===== src/rtl/lock_key_provider.sv =====
// Serial key loader: shifts in a key LSB first plus an even-parity bit, retries bad frames, drives keyinput.
// Latency: keyinput updates one cycle after the parity bit is accepted; key_ready is high only while shifting.
module lock_key_provider #(
    parameter int KEY_W     = 8,
    parameter int MAX_RETRY = 3,
    parameter int TIMEOUT   = 64
) (
    input  logic             clk,
    input  logic             rst,
    input  logic             start,
    input  logic             zeroize,
    input  logic             key_valid,
    input  logic             key_bit,
    output logic             key_ready,
    output logic [KEY_W-1:0] keyinput,
    output logic             key_applied,
    output logic             key_error,
    output logic             busy
);
    localparam int BC_W = $clog2(KEY_W + 1);
    localparam int TO_W = $clog2(TIMEOUT + 1);
    localparam logic [BC_W-1:0] BC_LAST   = BC_W'(KEY_W);
    localparam logic [TO_W-1:0] TO_MAX    = TO_W'(TIMEOUT);
    localparam logic [3:0]      RETRY_MAX = 4'(MAX_RETRY);

    typedef enum logic [2:0] {S_IDLE, S_SHIFT, S_CHECK, S_DONE, S_FAIL} state_t;

    state_t            state_q, state_d;
    logic [KEY_W-1:0]  shift_q, shift_d;
    logic [KEY_W-1:0]  keyinput_q, keyinput_d;
    logic              par_q, par_d;
    logic [BC_W-1:0]   bc_q, bc_d;
    logic [3:0]        retry_q, retry_d;
    logic [TO_W-1:0]   to_q, to_d;
    logic              applied_q, applied_d;
    logic              error_q, error_d;
    logic              accept;
    logic [TO_W-1:0]   to_inc;
    logic [3:0]        retry_inc;

    always_ff @(posedge clk or posedge rst) begin
        if (rst) begin
            state_q    <= S_IDLE;
            shift_q    <= '0;
            keyinput_q <= '0;
            par_q      <= 1'b0;
            bc_q       <= '0;
            retry_q    <= '0;
            to_q       <= '0;
            applied_q  <= 1'b0;
            error_q    <= 1'b0;
        end else begin
            state_q    <= state_d;
            shift_q    <= shift_d;
            keyinput_q <= keyinput_d;
            par_q      <= par_d;
            bc_q       <= bc_d;
            retry_q    <= retry_d;
            to_q       <= to_d;
            applied_q  <= applied_d;
            error_q    <= error_d;
        end
    end

    always_comb begin
        state_d    = state_q;
        shift_d    = shift_q;
        keyinput_d = keyinput_q;
        par_d      = par_q;
        bc_d       = bc_q;
        retry_d    = retry_q;
        to_d       = to_q;
        applied_d  = applied_q;
        error_d    = error_q;
        accept     = key_valid && (state_q == S_SHIFT);
        to_inc     = (to_q == TO_MAX) ? to_q : to_q + 1'b1;
        retry_inc  = retry_q + 4'd1;

        case (state_q)
            S_IDLE: begin
                if (start) begin
                    state_d = S_SHIFT;
                    bc_d    = '0;
                    retry_d = '0;
                    to_d    = '0;
                    error_d = 1'b0;
                end
            end
            S_SHIFT: begin
                if (accept) begin
                    to_d = '0;
                    if (bc_q == BC_LAST) begin
                        par_d   = key_bit;
                        state_d = S_CHECK;
                    end else begin
                        for (int i = 0; i < KEY_W; i++) begin
                            if (bc_q == BC_W'(i)) shift_d[i] = key_bit;
                        end
                        bc_d = bc_q + 1'b1;
                    end
                end else begin
                    to_d = to_inc;
                    if (to_inc == TO_MAX) begin
                        state_d    = S_FAIL;
                        error_d    = 1'b1;
                        keyinput_d = '0;
                        applied_d  = 1'b0;
                    end
                end
            end
            S_CHECK: begin
                // Even parity: XOR over key and parity bit must be zero.
                if (!(^{shift_q, par_q})) begin
                    state_d    = S_DONE;
                    keyinput_d = shift_q;
                    applied_d  = 1'b1;
                end else begin
                    retry_d = retry_inc;
                    if (retry_inc == RETRY_MAX) begin
                        state_d    = S_FAIL;
                        error_d    = 1'b1;
                        keyinput_d = '0;
                        applied_d  = 1'b0;
                    end else begin
                        state_d = S_SHIFT;
                        bc_d    = '0;
                        to_d    = '0;
                    end
                end
            end
            S_DONE: ;
            S_FAIL: ;
            default: state_d = S_IDLE;
        endcase

        // zeroize wins over start, incoming bits and the parity verdict.
        if (zeroize) begin
            state_d    = S_IDLE;
            shift_d    = '0;
            keyinput_d = '0;
            par_d      = 1'b0;
            bc_d       = '0;
            retry_d    = '0;
            to_d       = '0;
            applied_d  = 1'b0;
            error_d    = 1'b0;
        end
    end

    always_comb begin
        key_ready = (state_q == S_SHIFT);
        busy      = (state_q == S_SHIFT) || (state_q == S_CHECK);
    end

    assign keyinput    = keyinput_q;
    assign key_applied = applied_q;
    assign key_error   = error_q;

endmodule

===== config.mk =====
export PLATFORM = sky130hd
export DESIGN_NAME = lock_key_provider
export DESIGN_NICKNAME = d
export VERILOG_FILES = /design/src/rtl/lock_key_provider.sv
export SDC_FILE = /design/constraint.sdc
export NUM_CORES = 1
export LEC_CHECK = 0
export ABC_AREA = 1
export ABC_CLOCK_PERIOD_IN_PS = 2600
export CORE_ASPECT_RATIO = 0.75
export CORE_MARGIN = 1.5
export CORE_UTILIZATION = 30
export CTS_CLUSTER_SIZE = 24
export DETAILED_ROUTE_END_ITERATION = 10
export PLACE_DENSITY = 0.52
export SETUP_SLACK_MARGIN = 0.2
export SLEW_MARGIN = 10
export SYNTH_ARGS = -nofsm -noshare
export SYNTH_HDL_FRONTEND = slang
export SYNTH_SLANG_ARGS = --single-unit
export TNS_END_PERCENT = 20

===== constraint.sdc =====
create_clock -name clk -period 2.6 [get_ports clk]
set_input_delay 0.52 -clock clk [delete_from_list [all_inputs] [get_ports clk]]
set_output_delay 0.52 -clock clk [all_outputs]
set_load 0.01 [all_outputs]

==> run metrics, run 1 <==
outcome=finished clean; ANT cells=0; worst-margin pin slew=0.490 ns; CTS max path bufs=2; Post-synth ARST share=1.00; Worst-path clk slew=0.07 ns; post-synthesis compound-gate area fraction=0.108; die extent in x=103 um; xor and xnor area share after synthesis=0.0431; All-Layer GR Usage=0.130; area leader, netlist=dfrtp_1; Routed Antenna Nets=0; main combinational cell family by area after synthesis=simple AND/OR/NAND/NOR gates; setup tns final=0 ns; hold buffers post-CTS=0; Post-Synthesis Cells=276; initial antenna violation count=0; Via density=4.39; area of the multi-input gates=1140 um^2; fraction of the mapped netlist area in adder cells=0.0504; most area-consuming cells after synthesis=dfrtp_1 41%, nand2_1 13%, ha_1 5.0%; Arrival @ worst endpoint=1.80 ns; GRT overflow=0; Initial Util=0.307; hpwl dp=3470 um; Core Rows=27; TritonCTS clock tree=done; Hold Crit Start=keyinput[6]; hold endpoint=keyinput[6]; power share of the sequential group=0.385; worst skew pair latency=0.29 ns; RR Startpoint=shift_q[2]; Hold WS=0.469 ns; Startpoint Class=register; FF+latch area=926 um^2; RD Place Congestion=0.823; crit end category=primary output; Syn Std Cell Area=2230 um^2; critical path class=register to primary output; leak pwr=1.31 nW; DRC violations left=0; Core ar.=7260 um^2; via count=1775; Main synth FF type=dfrtp_1; total power=1.85 mW; vias in the first global route=1704; Max-Cap Viols=0; relative slew slack=0.674; synth unique cells=31; number of synthesis warnings=0; highest achievable clock rate=0.430 GHz; Max Clock Skew=0.0123 ns; Hold WC Path Type=register to register; R2R cell count=13; delay of the slowest critical-path stage=0.52 ns; Num CTS Buffers=5; pre-CTS setup slack=0.357 ns; P_int=1.11 mW; number of fill cells in the layout=755; sequential fraction of the synthesis area=0.415; WP buf/inv=3; top cell family by delay on the critical path=buffers and inverters; Comb power frac=0.407; unrepaired setup endpoints after global routing=yes; syn_area_per_cell=8.09 um^2; maximum fanout along the worst path=4; Syn-to-layout area delta=17.4%; worst path required time=2.08 ns; Port Buffers=17; post-synthesis register bit count=37; power per cell area=707 nW/um^2; Reg2Reg Setup Slack=0.45 ns; Die H=77.7 um; mean routed wirelength per cell=11.1 um; Hold Vio Cnt, Final=0; EDFF count, synth=0; cell breakdown of the critical path=inv_1 > nor3_4 > buf_4 > clkdlybuf4s50_1; H-Tree Level Count=2; NetSw=749 uW; global-route wire length before repair=8130 um; Syn Nets=291; setup violators final=0; Root Driver=clkbuf_8; First-pass DRT Iterations=4; CTS Sinks=37; final period demand of the worst path=2.32 ns; total die area=7980 um^2; WP depth=4; Crit-path slowest cell=clkdlybuf4s50_1; clock power share=0.208; Iteration-0 DRC Markers=75; Simple-Gate Fraction of Synth Area=0.301; Critical path origin=state_q[0]; Max IR drop VDD=0.000222 V; final worst slack=0.275 ns; multiplexer share of the synthesized area=0.00896; share of layout cells above drive strength 1=0.132; Ports=18; Switching Fraction=0.404; final net count=317; largest net degree at the start of global routing=38; WHS Path Cells=2; area share of the largest cell type after synthesis=0.415; RR Endpoint=bc_q[1]; Final Max Slew Viols=0; Period Utilization, post-route=0.894; final WL=4490 um
[what timing repair did]
item	in CTS	in global routing
setup endpoints to repair	1	1
resized for setup	0	1
pin swaps	1	1
buffers inserted	0	1
[tightest hold or removal path, stage by stage (launching register included)]
cell and delay (ns):
dfrtp_1 0.35, nand2_1 0.05, nand2_1 0.04
[power by group through the flow]
stage | clock network [mW] | registers, mW | logic [mW]
floorplan | 0 | 0.705 | 0.575
global placement | 0 | 0.727 | 0.752
detailed placement | 0 | 0.724 | 0.754
CTS | 0.403 | 0.714 | 0.762
global route | 0.429 | 0.724 | 0.859
finish | 0.385 | 0.714 | 0.755
[registers in the layout, summed over array words and instances, names as in the netlist]
signal and flops:
keyinput 8, to_q 7, key_applied 1, shift_q 8, state_q 3, retry_q 4, key_error 1, bc_q 4
par_q 1
[final cells by class]
cell class,instances,area share
multi-input cells,201,0.435
well taps,101,0.0482
repair buffers,21,0.0773
clock inverters,2,0.00382
flip-flops and latches,37,0.353
inverters,36,0.0549
clock buffers,6,0.0277
[per-layer routing]
metal	vias up	routed length, um	track usage
met5	-	0	0
met3	7	154	0.0297
met2	26	1860	0.183
met1	803	2400	0.193
met4	0	73	0.0438
li1	939	-	-
[cells in the mapped netlist, drive strengths merged, types with 2 or more instances]
library cell,n
o21ai,23
a21oi,4
xnor2,7
dfrtp,37
buf,2
mux2i,2
nand2,89
xor2,4
o22ai,6
clkinv,2
nand3,18
a31oi,7
nor3,2
inv,34
ha,9
nor2,26
[stage by stage]
step,cell area [um^2],utilization,instances
final,2620,0.361,404
after global routing,2620,0.361,404
after CTS,2610,0.360,403
after detailed placement,2530,0.348,395
after global placement,2530,0.348,395
after floorplan,2230,-,276
[kinds of logic (layout without fill, tap and decap cells)]
kind of cell | Yosys count | in the layout
fa+ha+maj | 9 | 9
mux | 2 | 2
xor+xnor | 11 | 11
buf+inv | 38 | 65
simple gates | 137 | 137
flops | 37 | 37
compound gates | 42 | 42
[worst max-delay path by stage]
stage	to	slack (ns)
finish	key_ready	0.28
global route	key_ready	0.20
CTS	busy	0.21
floorplan	bc_q[1]	0.72
detailed placement	bc_q[3]	0.36
global placement	bc_q[1]	0.42
[layout by cell type, fill, tap and decap left out, drive strengths merged]
cell and instances:
a21oi 4, clkdlybuf4s50 16, xor2 4, o22ai 6, nand3 18, clkbuf 6, ha 9, clkinv 4
a31oi 7, a22oi 1, dfrtp 37, nand2 89, inv 34, xnor2 7, o21ai 23, nor3 2
nor3b 1, o41ai 1, mux2i 2, nor2 26, dlymetal6s2s 1, or2 1, buf 4
(Power assumes the default switching activity.)
==> run 2, diff against run 1 <==
SLEW_MARGIN = unset   (was 10)
==> results of run 2 <==
No change in the layout: final DEF, timing and power equal those of run 1.
